## src/rtl/l2_flush_sequencer.sv

```systemverilog
// L2 flush sequencer: walks every set/way, probes each line, evicts eligible lines, drains MSHRs.
// Optional eviction counter port evict_cnt is enabled by defining L2_FLUSH_STATS_EN.
module l2_flush_sequencer #(
  parameter int unsigned SETS     = 256,
  parameter int unsigned WAYS     = 8,
  parameter int unsigned SET_BITS = $clog2(SETS),
  parameter int unsigned WAY_BITS = $clog2(WAYS)
) (
  input  logic                clk,
  input  logic                rst,
  input  logic                flush_valid,
  input  logic                flush_i,
  output logic                flush_ready,
  input  logic                fwd_pending,
  output logic                rd_req_valid,
  input  logic                rd_rsp_valid,
  input  logic                rd_line_valid,
  input  logic                rd_hprot,
  output logic                evict_valid,
  input  logic                evict_ready,
  input  logic                mshr_full,
  input  logic                mshr_empty,
  output logic [SET_BITS-1:0] flush_set,
  output logic [WAY_BITS-1:0] flush_way,
  output logic                ongoing_flush,
  output logic                flush_done
`ifdef L2_FLUSH_STATS_EN
  ,
  output logic [15:0]         evict_cnt
`endif
);

  typedef enum logic [2:0] {
    IDLE,
    PROBE,
    CHECK,
    EVICT,
    DRAIN,
    DONE
  } state_t;

  state_t              state_q;
  logic                flush_all_q;

  logic                accept_c;
  logic                eligible_c;
  logic                last_way_c;
  logic                last_line_c;
  logic                advance_c;
  logic                evict_fire_c;
  logic [SET_BITS-1:0] nxt_set_c;
  logic [WAY_BITS-1:0] nxt_way_c;

  // Next set/way of the walk and the conditions that move it forward.
  always_comb begin
    accept_c     = (state_q == IDLE) && flush_valid && flush_ready;
    eligible_c   = rd_line_valid && (flush_all_q || rd_hprot);
    evict_fire_c = (state_q == EVICT) && evict_valid && evict_ready;
    last_way_c   = (flush_way == WAY_BITS'(WAYS - 1));
    last_line_c  = last_way_c && (flush_set == SET_BITS'(SETS - 1));
    nxt_way_c    = last_way_c ? '0 : flush_way + WAY_BITS'(1);
    nxt_set_c    = last_way_c ? flush_set + SET_BITS'(1) : flush_set;
    advance_c    = ((state_q == CHECK) && rd_rsp_valid && !eligible_c) || evict_fire_c;
  end

  // Walk FSM; every output is a register updated here. Probe/evict requests are
  // raised one edge ahead using the stall inputs sampled at that edge.
  always_ff @(posedge clk or posedge rst) begin
    if (rst) begin
      state_q       <= IDLE;
      flush_all_q   <= 1'b0;
      flush_ready   <= 1'b0;
      rd_req_valid  <= 1'b0;
      evict_valid   <= 1'b0;
      flush_set     <= '0;
      flush_way     <= '0;
      ongoing_flush <= 1'b0;
      flush_done    <= 1'b0;
`ifdef L2_FLUSH_STATS_EN
      evict_cnt     <= '0;
`endif
    end else begin
      flush_done <= 1'b0;
      case (state_q)
        IDLE: begin
          if (accept_c) begin
            flush_all_q   <= flush_i;
            flush_set     <= '0;
            flush_way     <= '0;
            ongoing_flush <= 1'b1;
            flush_ready   <= 1'b0;
            rd_req_valid  <= !fwd_pending;
            state_q       <= PROBE;
          end else begin
            flush_ready <= 1'b1;
          end
        end
        PROBE: begin
          if (rd_req_valid) begin
            rd_req_valid <= 1'b0;
            state_q      <= CHECK;
          end else begin
            rd_req_valid <= !fwd_pending;
          end
        end
        CHECK: begin
          if (rd_rsp_valid && eligible_c) begin
            evict_valid <= !mshr_full && !fwd_pending;
            state_q     <= EVICT;
          end
        end
        EVICT: begin
          if (!evict_valid) begin
            evict_valid <= !mshr_full && !fwd_pending;
          end else if (evict_ready) begin
            evict_valid <= 1'b0;
          end
        end
        DRAIN: begin
          if (mshr_empty) begin
            flush_done <= 1'b1;
            state_q    <= DONE;
          end
        end
        DONE: begin
          ongoing_flush <= 1'b0;
          flush_ready   <= 1'b1;
          state_q       <= IDLE;
        end
        default: state_q <= IDLE;
      endcase

      // Step to the next line, or to the drain once the final line is done.
      if (advance_c) begin
        flush_set    <= nxt_set_c;
        flush_way    <= nxt_way_c;
        rd_req_valid <= !last_line_c && !fwd_pending;
        state_q      <= last_line_c ? DRAIN : PROBE;
      end

`ifdef L2_FLUSH_STATS_EN
      if (accept_c) begin
        evict_cnt <= '0;
      end else if (evict_fire_c && (evict_cnt != 16'hFFFF)) begin
        evict_cnt <= evict_cnt + 16'd1;
      end
`endif
    end
  end

endmodule

```

## config.mk

```make
export PLATFORM = sky130hd
export DESIGN_NAME = l2_flush_sequencer
export DESIGN_NICKNAME = d
export VERILOG_FILES = /design/src/rtl/l2_flush_sequencer.sv
export SDC_FILE = /design/constraint.sdc
export NUM_CORES = 1
export LEC_CHECK = 0
export ABC_AREA = 1
export BUFFER_PORTS_ARGS = -buffer_cell sky130_fd_sc_hd__buf_4
export CAP_MARGIN = 10
export CORE_MARGIN = 8
export CORE_UTILIZATION = 55
export CTS_CLUSTER_DIAMETER = 50
export DETAILED_ROUTE_END_ITERATION = 7
export PLACE_DENSITY = 0.77
export SKIP_CTS_REPAIR_TIMING = 1
export SLEW_MARGIN = 10
export SYNTH_ARGS = -nofsm -noshare
export SYNTH_HDL_FRONTEND = slang
export SYNTH_SLANG_ARGS = --single-unit
```

## constraint.sdc

```tcl
create_clock -name clk -period 3.95 [get_ports clk]
set_input_delay 0.79 -clock clk [delete_from_list [all_inputs] [get_ports clk]]
set_output_delay 0.79 -clock clk [all_outputs]
set_load 0.005 [all_outputs]
```

Yosys cells after proc, flatten, opt, wreduce, memory -nomap -nowiden
Cells that the tools add are included.
Word-level totals
  register bits: 20
  input bits: 11
  output and inout bits: 16
  logic and storage cells: 85
Cells by class
  add/sub/neg operators: 2
  equality and inequality tests: 15
  mux-type cells: 29
  reductions and logical operators: 30
Operator list (number)
  8-bit two-way mux: 4
  3-bit two-way mux: 10
  3-bit case mux with 5 select lines: 1
  1-bit logical AND: 11
  1-bit two-way mux: 10
  2-bit AND reduction: 5
  3-bit equality test, second input constant: 3
  3-bit inequality test, second input constant: 3
  8-bit by 1-bit adder with 8-bit output, second input constant: 1
  8-bit equality test, second input constant: 1
  1-bit case mux with 2 select lines: 4
  2-bit nonzero test: 4
  3-bit by 2-bit equality test with 1-bit output, second input constant: 2
  2-bit inequality test, second input constant: 3
  5-bit AND reduction: 1
  1-bit zero test: 4
  3-bit by 1-bit adder with 3-bit output, second input constant: 1
  3-bit by 1-bit equality test with 1-bit output, second input constant: 1
  3-bit zero test: 1
  3-bit by 2-bit inequality test with 1-bit output, second input constant: 1
  3-bit AND reduction: 1
  3-bit nonzero test: 1
  1-bit logical OR: 2
  2-bit by 1-bit inequality test with 1-bit output, second input constant: 1

Depth between registers and ports, before layout
Gate-level depths: netlist of the first run.
  depth after elaboration: 7
  gate-level depth with buffers: 9
  gate-level depth less buffers: 9

Worst setup path before layout of the first run
No wires, ideal clock.
  path kind: input-to-reg
  from: input rd_hprot
  to: register flush_set[2]
  setup time: 0.118 ns
  data arrival time: 1.533 ns
  required time: 3.832 ns
  setup slack: 2.299 ns
  stages: 6
  buffers on the path: 0
  path through: o21ai_0 nand3_4 nand3_4 nand2_4 nand2_1 nand2_1
On the way
  word-level cells in the longest chain between the ends: 7
  elaborated cells between the ends (all ways): 10
  classes of those cells: 1 x eq/ne; 1 x mux; 8 x reduce/logical
RTL lines
  start, declared: line 18  | input logic rd_hprot,
  1-bit logical OR *: line 57  | eligible_c = rd_line_valid && (flush_all_q || rd_hprot);
  1-bit logical AND *: line 57
  1-bit zero test *: line 63  | advance_c = ((state_q == CHECK) && rd_rsp_valid && !eligible_c) || evict_fire_c;
  1-bit logical AND *: line 63
  1-bit logical OR *: line 63
  2-bit inequality test (no source line) / 2-bit nonzero test (equally long branches)
  3-bit AND reduction (no source line)
  end signal, assigned: line 135  | flush_set <= nxt_set_c;
  end, declared: line 23  | output logic [SET_BITS-1:0] flush_set,
Mark *: on every way between the ends. The rest lies on a longest branch, timed or not.
A chain may end at the register's enable or synchronous reset.

Worst setup path in the final report of the first run
  from: register flush_set[2]
  to: output flush_set[2]
No word-level cell between the ends.

==> summary.txt, run 1 <==
Status
  – Result of the run: complete, no violations

Global routing
  – Overflow left after global routing: 0
  – Maximum number of pins on one net before global-route repair: 21
  – Overall track demand over capacity in global routing: 15.37%
  – First-pass GRT wire length: just over 5000 um
  – Vias in the first global route: 1201
  – Antenna violations before repair: 0

STA
  – Final number of setup-violating endpoints: 0
  – Endpoints failing hold: 0
  – Post-layout min period: ~1.7 ns
  – Max frequency: 575.0 MHz
  – Worst slew margin: 49.13%
  – Transition time of the tightest slew-check pin: 0.7623 ns
  – Total negative slack for setup checks: 0 ns
  – Setup repair after global routing missed its margin: false
  – Max-slew violations: 0
  – Post-layout worst setup margin: 2.211 ns
  – Setup clock skew after layout: 0.001495 ns
  – Crit share post-route: ~44%

Synth
  – Mean cell area of the mapped netlist: 7.291 sq um
  – Synthesized Nets: 188
  – Yosys Warn Count: 0
  – Post-synthesis instance total: 174
  – Synthesized area: between 1000 and 1500 sq um
  – Post-synthesis cell type count: 24
  – Yosys reg bits: 20
  – Portion of the post-synthesis area used by sequential elements: 39.45%

Setup path
  – Crit Path Max Fanout: 6
  – Path length in cells of the critical path: 1
  – R2R Setup Slk: 2.33 ns
  – Arrival time worst endpoint: between 0.9 and 1 ns
  – Data required time of the critical path: approximately 3.2 ns
  – Launching element type of the critical path: flip-flop
  – Crit path max-delay family: flip-flops
  – Crit end category: output port
  – Worst Path Buf+Inv: 1
  – Path depth of the worst reg2reg path: 7
  – Critical Path Max Stage Delay: roughly 0.47 ns
  – Cell chain of the critical path: buf_4
  – CP Class: reg -> out
  – Slowest-stage cell, CP: sky130_fd_sc_hd__dfrtp_1

Finish
  – Share of cells above drive strength 1: 21.67%
  – Area Growth Syn to Fin: 21.70%
  – FILL cells: 194
  – Nets: 218
  – Post-route core utilization: 70.47%
  – # diodes: 0

Placement
  – Worst setup timing slack at the placement stage: between 2 and 2.5 ns
  – HPWL after detailed placement: 2450 um
  – Port Buffer Count: 26
  – GPL Wtd Cong: 0.9236

Route
  – Via-to-Cell Ratio: ~5.4
  – Number of vias in the routed layout: 1246
  – Sum of routed wire length over all layers: 3098 um
  – Final antenna-violating net count: 0
  – Count of routing violations after the opening detailed-route iteration: between 60 and 70
  – Detailed-router iteration count before antenna repair: 4
  – DRC errors left: 0
  – Routed wire per std cell: 13.41 um

Power and ir drop
  – Pwr/cell area: 552.3 nW/um^2
  – Sequential cell fraction of total power: a little over a third
  – Fraction of power spent switching nets: ~42%
  – Leakage power figure: 0.8308 nW
  – Internal power: 0.4980 mW
  – Part of the power in the clock network: ~20%
  – Maximum vdd ir drop: 0.0004365 V
  – Part of the total power dissipated in combinational logic: 43.8%
  – Psw: 0.3547 mW

Clock tree
  – CTS tree: built
  – Count of clock tree sinks: 20
  – Clock tree buffer depth: 2
  – Clock Pin Slew Worst Setup and Hold Paths: 0.12 ns
  – Cts bufs inserted: 3
  – H-Tree Depth: 1
  – Clk Tree Root Cell: sky130_fd_sc_hd__clkbuf_4
  – Clock network latency to the later pin of the worst-skew pair: 0.31 ns

Floorplan
  – Initial core utilization: a little under 60%
  – Die Y-Extent: roughly 64 um
  – DIE AREA: 4100 sq um
  – Placeable core region: ~2200 sq um
  – Ports placed on the boundary: 27
  – Width of the die: 64.03 um
  – Cell Rows: 17

Min path
  – Worst hold stages: 2
  – Tightest Hold Check Type: reg -> reg

Job
  – # Max-Cap Violations: 0
## cell usage in the layout, fill, tap and decap left out, drive strengths merged, types with 2 or more instances in the layout
cell | Yosys | layout
a21oi | 2 | 2
buf | 1 | 26
clkbuf | 0 | 3
dfrtp | 20 | 20
ha | 3 | 3
inv | 18 | 18
nand2 | 68 | 68
nand3 | 20 | 20
nand4 | 5 | 5
nor2 | 20 | 20
nor3 | 3 | 3
o21ai | 8 | 8
xor2 | 3 | 3
## state kept, by name (all words and copies together) (netlist names)
name and cells:
flush_set 8, flush_way 3, state_q 3, evict_valid 1, flush_all_q 1, flush_done 1, flush_ready 1, ongoing_flush 1
rd_req_valid 1
## path summary, 6_finish.rpt
path                                      to          from
worst min-delay path             flush_all_q   flush_all_q
worst max register to register  flush_set[1]    state_q[0]
min in group asynchronous        flush_ready           rst
worst min register to register   flush_all_q   flush_all_q
max in group asynchronous       flush_set[2]           rst
worst max-delay path            flush_set[2]  flush_set[2]
## kinds of logic (layout without fill, tap and decap cells)
group	after synthesis	count (layout)	share of synthesized area, %
AO/OA/AOI/OAI	12	12	5.227
flip-flops	20	20	39.45
XOR/XNOR	3	3	2.071
buffers and inverters	19	48	5.917
AND/OR/NAND/NOR	117	117	44.38
adder cells (fa/ha/maj)	3	3	2.959
## metrics by stage
stage	area (sq um)	hold slack, ns	instances	total power [mW]
2_1_floorplan	1269	0.4590	174	0.5698
3_3_place_gp	1491	0.4845	227	0.6671
3_5_place_dp	1491	0.4930	227	0.6809
4_1_cts	1544	0.5246	231	0.8549
5_1_grt	1544	0.5606	231	0.9185
6_report	1544	0.5215	231	0.8527
## area by class of cell
| type | instances | area, sq um | area share, % |
|---|---|---|---|
| well taps | 28 | 35.03 | 2.269 |
| clock inverters | 1 | 30.03 | 1.945 |
| multi-input cells | 135 | 693.2 | 44.89 |
| repair buffers | 26 | 195.2 | 12.64 |
| flip-flops and latches | 20 | 500.5 | 32.41 |
| inverters | 18 | 67.56 | 4.376 |
| clock buffers | 3 | 22.52 | 1.459 |
## synthesized netlist by cell type
cell | number | area (sq um)
sky130_fd_sc_hd__nand2_1 | 63 | 236.5
sky130_fd_sc_hd__dfrtp_1 | 20 | 500.5
sky130_fd_sc_hd__nand3_1 | 17 | 85.08
sky130_fd_sc_hd__nor2_1 | 17 | 63.81
sky130_fd_sc_hd__inv_1 | 15 | 56.30
sky130_fd_sc_hd__o21ai_0 | 7 | 35.03
sky130_fd_sc_hd__nand4_1 | 5 | 31.28
sky130_fd_sc_hd__ha_1 | 3 | 37.54
sky130_fd_sc_hd__inv_2 | 3 | 11.26
sky130_fd_sc_hd__nor3_1 | 3 | 15.01
sky130_fd_sc_hd__xor2_1 | 3 | 26.28
sky130_fd_sc_hd__a21oi_1 | 2 | 10.01
sky130_fd_sc_hd__nand2_2 | 2 | 12.51
sky130_fd_sc_hd__nand2_4 | 2 | 22.52
sky130_fd_sc_hd__nand3_4 | 2 | 35.03
sky130_fd_sc_hd__nor2_2 | 2 | 12.51
sky130_fd_sc_hd__a211o_1 | 1 | 8.760
sky130_fd_sc_hd__buf_4 | 1 | 7.510
sky130_fd_sc_hd__nand2_8 | 1 | 20.02
sky130_fd_sc_hd__nand3_2 | 1 | 10.01
sky130_fd_sc_hd__nand3b_1 | 1 | 7.510
sky130_fd_sc_hd__nor2_4 | 1 | 11.26
sky130_fd_sc_hd__o21a_1 | 1 | 7.510
sky130_fd_sc_hd__o21ai_1 | 1 | 5.000
## per-layer routing
| layer | GRT usage (%) | routed length (um) | part of all wire (%) | vias up |
|---|---|---|---|---|
| met4 | 7.521 | 66 | 2.1 | 0 |
| met3 | 3.136 | 188 | 6.1 | 9 |
| li1 | - | - | - | 621 |
| met1 | 18.61 | 1366 | 44 | 573 |
| met5 | 0 | 0 | 0 | - |
| met2 | 25.35 | 1477 | 48 | 43 |
## power by group through the flow
stage / sequential (mW) / combinational, mW / clock (mW)
3_5_place_dp: 0.311 / 0.370 / 0
3_3_place_gp: 0.308 / 0.359 / 0
2_1_floorplan: 0.288 / 0.281 / 0
6_report: 0.308 / 0.373 / 0.171
5_1_grt: 0.315 / 0.419 / 0.185
4_1_cts: 0.307 / 0.372 / 0.176
(Power assumes the default switching activity.)
==> inputs of run 2 (changes only) <==
--- a/config.mk
+++ b/config.mk
@@ -9,10 +9,10 @@
 export BUFFER_PORTS_ARGS = -buffer_cell sky130_fd_sc_hd__buf_4
 export CAP_MARGIN = 10
 export CORE_MARGIN = 8
-export CORE_UTILIZATION = 55
+export CORE_UTILIZATION = 53
 export CTS_CLUSTER_DIAMETER = 50
 export DETAILED_ROUTE_END_ITERATION = 7
-export PLACE_DENSITY = 0.77
+export PLACE_DENSITY = 0.75
 export SKIP_CTS_REPAIR_TIMING = 1
 export SLEW_MARGIN = 10
 export SYNTH_ARGS = -nofsm -noshare
==> constraint.sdc (replaced) <==
create_clock -name clk -period 1.65 [get_ports clk]
set_input_delay 0.33 -clock clk [delete_from_list [all_inputs] [get_ports clk]]
set_output_delay 0.33 -clock clk [all_outputs]
set_load 0.005 [all_outputs]
==> run 2 against run 1 <==
Compared with the run above: final cell count grew 1.3%; die area grew 2.8%; non-clock buffer count rose by 3; clock skew is 0.0017 ns higher; hold slack got worse by 0.49 ns; critical endpoint is now flush_set[2]; largest cell class unchanged.
==> summary.txt, run 2 (same netlist as run 1, synthesis figures left out) <==
Clock tree
  – CTS tree: built (unchanged)
  – Clock network latency to the later pin of the worst-skew pair: 0.30 ns (was 0.31 ns)
  – Clk Tree Root Cell: sky130_fd_sc_hd__clkbuf_4 (unchanged)
  – Cts bufs inserted: 3 (unchanged)
  – Clock Pin Slew Worst Setup and Hold Paths: 0.12 ns (about the same)
  – H-Tree Depth: 1 (unchanged)
  – Clock tree buffer depth: 2 (unchanged)
  – Count of clock tree sinks: 20 (unchanged)

Route
  – Count of routing violations after the opening detailed-route iteration: 72 (was 66)
  – Final antenna-violating net count: 0 (unchanged)
  – Sum of routed wire length over all layers: 2985 um (was 3098 um)
  – Routed wire per std cell: 12.76 um (was 13.41 um)
  – Detailed-router iteration count before antenna repair: 4 (unchanged)
  – DRC errors left: 0 (unchanged)
  – Number of vias in the routed layout: 1219 (was 1246)
  – Via-to-Cell Ratio: 5.209 (was 5.394)

STA
  – Post-layout min period: 1.486 ns
  – Total negative slack for setup checks: 0 ns (unchanged)
  – Worst slew margin: 78.93% (was 49.13%)
  – Transition time of the tightest slew-check pin: 0.3127 ns (was 0.7623 ns)
  – Setup repair after global routing missed its margin: false (unchanged)
  – Max frequency: 672.9 MHz
  – Final Hold Slack: 0.03477 ns (was 0.5215 ns)
  – Endpoints failing hold: 0 (unchanged)
  – Max-slew violations: 0 (unchanged)
  – Crit share post-route: between 90% and 100%
  – Final number of setup-violating endpoints: 0 (unchanged)
  – Setup clock skew after layout: 0.003176 ns (was 0.001495 ns)

Global routing
  – Maximum number of pins on one net before global-route repair: 21 (unchanged)
  – Overall track demand over capacity in global routing: 15.10% (was 15.37%)
  – Vias in the first global route: 1187 (was 1201)
  – Antenna violations before repair: 0 (unchanged)
  – First-pass GRT wire length: 5237 um (was 5168 um)
  – Overflow left after global routing: 0 (unchanged)

Finish
  – Number of flip-flops in the largest register: 8 (unchanged)
  – Area occupied by multi-input gates: 693.2 sq um (unchanged)
  – Leading cell type in the layout, fill and taps excluded: sky130_fd_sc_hd__nand2_1 (unchanged)
  – Largest registers in the final layout: flush_set (8), flush_way (3), state_q (3) (unchanged)
  – # diodes: 0 (unchanged)
  – Nets: 221 (was 218)
  – Share of cells above drive strength 1: 23.30% (was 21.67%)
  – FILL cells: 181 (was 194)
  – FF/Latch Area: 500.5 sq um (unchanged)
  – Leading cell types in the layout, fill and taps excluded: sky130_fd_sc_hd__nand2_1, sky130_fd_sc_hd__buf_4, sky130_fd_sc_hd__dfrtp_1 (unchanged)
  – Final Instance Count excl. Fillers: 234 (was 231)
  – Post-route core utilization: 69.41% (was 70.47%)
  – Area Growth Syn to Fin: 22.19% (was 21.70%)
  – Register name with the most flops: flush_set (unchanged)

Floorplan
  – Ports placed on the boundary: 27 (unchanged)
  – Placeable core region: 2233 sq um (was 2191 sq um)
  – Cell Rows: 17 (unchanged)
  – Width of the die: 64.93 um (was 64.03 um)
  – Die Y-Extent: 64.93 um (was 64.03 um)
  – Initial core utilization: 56.81% (was 57.91%)
  – DIE AREA: 4215 sq um (was 4100 sq um)

Setup path
  – R2R Setup Slk: 0.16 ns (was 2.33 ns)
  – Crit Path Max Fanout: 8 (was 6)
  – Crit end category: flip-flop (was output port)
  – Data required time of the critical path: 1.85 ns (was 3.16 ns)
  – Origin of the worst setup path: state_q[1] (was flush_set[2])
  – Arrival time worst endpoint: 1.69 ns (was 0.95 ns)
  – Path depth of the worst reg2reg path: 8 (was 7)
  – Capturing instance or port of the critical path: flush_set[2] (unchanged)
  – Launching element type of the critical path: flip-flop (unchanged)
  – Startpoint of the lowest-slack register-to-register path: state_q[1] (was state_q[0])
  – CP Class: reg -> reg (was reg -> out)
  – Capture instance of the worst register-to-register path: flush_set[2] (was flush_set[1])

Placement
  – GPL Wtd Cong: 0.9706 (was 0.9236)
  – Number of cells after detailed placement: 230 (was 227)
  – HPWL after detailed placement: 2363 um (was 2450 um)
  – Port Buffer Count: 26 (unchanged)

Min path
  – Tightest Hold Check Type: in -> async (was reg -> reg)

Job
  – # Max-Cap Violations: 0 (unchanged)

Power and ir drop
  – Maximum vdd ir drop: 0.001068 V (was 0.0004365 V)
  – Leakage power figure: 0.8382 nW (was 0.8308 nW)
  – Pwr/cell area: 1253 nW/um^2 (was 552.3 nW/um^2)

Status
  – Result of the run: complete, no violations (unchanged)
## run 2: through the flow
stage	total power, mW	instance area [sq um]	worst slack, ns
3_3_place_gp	1.625	1514	0.1585
4_1_cts	1.955	1550	0.1248
3_5_place_dp	1.654	1514	0.1597
5_1_grt	2.111	1550	0.0009108
2_1_floorplan	1.364	1269	0.2631
6_report	1.943	1550	0.1639
## run 2: worst min path at each step
stage	from	endpoint	slack (ns)	depth (start not counted)
global route	rst	rd_req_valid	0.05	3
finish	rst	ongoing_flush	0.03	3
floorplan	rst	evict_valid	0.29	1
detailed placement	rst	ongoing_flush	0.38	3
CTS	rst	ongoing_flush	0.04	3
global placement	rst	ongoing_flush	0.38	3
## run 2: metal layers
layer,track usage [%],vias up,part of all wire (%)
met1,20.75,555,49
met2,22.73,34,45
met4,5.722,0,0.34
met3,2.921,2,5.4
met5,0,-,0
li1,-,628,-
## run 2: report_power, final
| group | switching, mW | internal [mW] | total, mW | leakage [nW] |
|---|---|---|---|---|
| Combinational | 0.560 | 0.377 | 0.936 | 0.555 |
| Sequential | 0.117 | 0.596 | 0.712 | 0.262 |
| Clock | 0.160 | 0.135 | 0.294 | 0.0210 |
## run 2: final cells by class
cell class	count	area share (%)
clock buffers	4	2.341
repair buffers	29	14.04
flip-flops and latches	20	32.28
well taps	28	2.260
multi-input cells	135	44.71
inverters	18	4.358
## run 2: critical path: stages (launching register included)
cell	delay (ns)
sky130_fd_sc_hd__dfrtp_1	0.49
sky130_fd_sc_hd__nor2_2	0.20
sky130_fd_sc_hd__nand2_1	0.09
sky130_fd_sc_hd__nor2_1	0.16
sky130_fd_sc_hd__inv_2	0.08
sky130_fd_sc_hd__nand3_4	0.14
sky130_fd_sc_hd__nand2_4	0.10
sky130_fd_sc_hd__nand2_1	0.07
sky130_fd_sc_hd__nand2_1	0.06
==> inputs of run 3 (changes only) <==
--- a/config.mk
+++ b/config.mk
@@ -13,6 +13,7 @@
 export CTS_CLUSTER_DIAMETER = 50
 export DETAILED_ROUTE_END_ITERATION = 7
 export PLACE_DENSITY = 0.75
+export REMOVE_ABC_BUFFERS = 1
 export SKIP_CTS_REPAIR_TIMING = 1
 export SLEW_MARGIN = 10
 export SYNTH_ARGS = -nofsm -noshare
==> run 3 against run 2 <==
Compared with the run above: largest power group unchanged; highest routed layer unchanged; wire length is 7.5% higher; critical path type unchanged; via count up 0.82%; count of clock-buffer cells in the layout fell by 1; setup slack worse by 0.065 ns; utilization up 0.95 points; sequential share of layout area down 0.44 points.
==> summary.txt, run 3 (same netlist as run 1, synthesis figures left out) <==
Status
  – Result of the run: complete, no violations (unchanged)

Power and ir drop
  – Part of the power in the clock network: 19.4% (was 15.1%)
  – Leakage power figure: 0.8461 nW (was 0.8382 nW)
  – Fraction of power spent switching nets: 41.66% (was 43.05%)
  – Pwr/cell area: 1328 nW/um^2 (was 1253 nW/um^2)
  – Maximum vdd ir drop: 0.001237 V (was 0.001068 V)
  – Tot Pwr: 2.086 mW (was 1.943 mW)
  – Sequential cell fraction of total power: 34.6% (was 36.7%)
  – Internal power: 1.217 mW (was 1.107 mW)
  – Psw: 0.8691 mW (was 0.8364 mW)
  – Part of the total power dissipated in combinational logic: 46.0% (was 48.2%)

Floorplan
  – Cell Rows: 17 (unchanged)
  – Initial core utilization: 56.81% (unchanged)
  – Die Y-Extent: 64.93 um (unchanged)
  – DIE AREA: 4215 sq um (unchanged)
  – Placeable core region: 2233 sq um (unchanged)
  – Ports placed on the boundary: 27 (unchanged)
  – Width of the die: 64.93 um (unchanged)

Job
  – # Max-Cap Violations: 0 (unchanged)

Global routing
  – Vias in the first global route: 1250 (was 1187)
  – Maximum number of pins on one net before global-route repair: 21 (unchanged)
  – Overall track demand over capacity in global routing: 15.81% (was 15.10%)
  – Overflow left after global routing: 0 (unchanged)
  – Antenna violations before repair: 0 (unchanged)
  – First-pass GRT wire length: 5430 um (was 5237 um)

Finish
  – Post-route core utilization: 70.36% (was 69.41%)
  – Final Instance Count excl. Fillers: 234 (unchanged)
  – Nets: 221 (unchanged)
  – Area Growth Syn to Fin: 23.87% (was 22.19%)
  – Largest registers in the final layout: flush_set (8), flush_way (3), state_q (3) (unchanged)
  – Number of flip-flops in the largest register: 8 (unchanged)
  – Leading cell type in the layout, fill and taps excluded: sky130_fd_sc_hd__nand2_1 (unchanged)
  – Leading cell types in the layout, fill and taps excluded: sky130_fd_sc_hd__nand2_1, sky130_fd_sc_hd__buf_4, sky130_fd_sc_hd__dfrtp_1 (unchanged)
  – FILL cells: 193 (was 181)
  – # diodes: 0 (unchanged)
  – Register name with the most flops: flush_set (unchanged)
  – Share of cells above drive strength 1: 23.79% (was 23.30%)
  – Final std cell area, no fill: 1572 sq um (was 1550 sq um)

STA
  – Endpoints failing hold: 0 (unchanged)
  – Final Hold Slack: 0.04557 ns (was 0.03477 ns)
  – Crit share post-route: 93.98% (was 90.06%)
  – Total negative slack for setup checks: 0 ns (unchanged)
  – Max-slew violations: 0 (unchanged)
  – Post-layout min period: 1.551 ns (was 1.486 ns)
  – Transition time of the tightest slew-check pin: 0.3246 ns (was 0.3127 ns)
  – Max frequency: 644.9 MHz (was 672.9 MHz)
  – Final number of setup-violating endpoints: 0 (unchanged)
  – Worst slew margin: 78.13% (was 78.93%)
  – Post-layout worst setup margin: 0.09940 ns (was 0.1639 ns)
  – Setup repair after global routing missed its margin: false (unchanged)
  – Setup clock skew after layout: 0.001709 ns (was 0.003176 ns)

Clock tree
  – Clock tree buffer depth: 2 (unchanged)
  – Clock Pin Slew Worst Setup and Hold Paths: 0.12 ns (about the same)
  – Clk Tree Root Cell: sky130_fd_sc_hd__clkbuf_4 (unchanged)
  – H-Tree Depth: 1 (unchanged)
  – Count of clock tree sinks: 20 (unchanged)
  – CTS tree: built (unchanged)
  – Cts bufs inserted: 3 (unchanged)
  – Clock network latency to the later pin of the worst-skew pair: 0.30 ns (about the same)

Setup path
  – Critical Path Max Stage Delay: 0.50 ns (was 0.49 ns)
  – Crit end category: flip-flop (unchanged)
  – Path depth of the worst reg2reg path: 8 (unchanged)
  – Launching element type of the critical path: flip-flop (unchanged)
  – CP Class: reg -> reg (unchanged)
  – Crit Path Max Fanout: 8 (unchanged)
  – Slowest-stage cell, CP: sky130_fd_sc_hd__dfrtp_1 (unchanged)
  – Data required time of the critical path: 1.85 ns (about the same)
  – Cell chain of the critical path: nor2_2 -> nand2_1 -> nor2_1 -> inv_2 -> nand3_4 -> nand2_4 -> nand2_1 -> nand2_1 (unchanged)
  – Arrival time worst endpoint: 1.75 ns (was 1.69 ns)
  – Most prevalent standard cell on the critical path: sky130_fd_sc_hd__nand2_1 (unchanged)

Route
  – Via-to-Cell Ratio: 5.252 (was 5.209)
  – Sum of routed wire length over all layers: 3208 um (was 2985 um)
  – DRC errors left: 0 (unchanged)
  – Detail Route met2 WL: 1525 um (was 1348 um)
  – Final antenna-violating net count: 0 (unchanged)
  – Routed wire per std cell: 13.71 um (was 12.76 um)
  – Detailed-router iteration count before antenna repair: 4 (unchanged)
  – Count of routing violations after the opening detailed-route iteration: 31 (was 72)
  – Met1 wire length: 1494 um (was 1463 um)
  – Routed wire length on met3: 173 um (was 162 um)
  – Number of vias in the routed layout: 1229 (was 1219)
  – Uppermost metal layer occupied by signal nets: met4 (unchanged)

Placement
  – Worst setup timing slack at the placement stage: 0.1206 ns (was 0.1597 ns)
  – Number of cells after detailed placement: 230 (unchanged)
  – Post-Place Cell Area: 1514 sq um (unchanged)
  – Port Buffer Count: 26 (unchanged)
  – HPWL after detailed placement: 2506 um (was 2363 um)
  – GPL Wtd Cong: 0.9625 (was 0.9706)

Min path
  – Tightest Hold Check Type: in -> async (unchanged)
-- run 3: power by group through the flow --
stage	sequential, mW	combinational (mW)	clock, mW
after floorplan	0.720	0.626	0
after CTS	0.717	0.962	0.414
after global placement	0.718	0.910	0
after detailed placement	0.726	0.941	0
final	0.721	0.960	0.405
after global routing	0.735	1.07	0.428
-- run 3: final cells by class --
class	instances	area, sq um	area share, %
Clock buffer	3	22.52	1.433
Sequential cell	20	500.5	31.85
Clock inverter	1	30.03	1.911
Inverter	18	70.07	4.459
Tap cell	28	35.03	2.229
Timing Repair Buffer	29	217.7	13.85
Multi-Input combinational cell	135	695.7	44.27
-- run 3: worst paths after layout --
check,slack [ns],to,startpoint
max,0.1,flush_set[3],state_q[1]
min,0.05,rd_req_valid,rst
max reg2reg,0.1,flush_set[3],state_q[1]
min reg2reg,0.52,flush_way[2],flush_way[2]
max in group asynchronous,1.40,flush_way[0],rst
min in group clk,0.24,flush_all_q,flush_i
-- run 3: metal layers --
metal  up-vias  global-route usage [%]
met5         -                       0
met3         2                   3.436
met2        31                   26.58
met1       569                   19.76
met4         0                   4.632
li1        627                       -
-- run 3: worst max-delay path, delay by kind of cell, from the launching register on --
family / cells / cell delay (ns)
flip-flops: 1 / 0.50
buffers and inverters: 1 / 0.09
AND/OR/NAND/NOR: 7 / 0.84
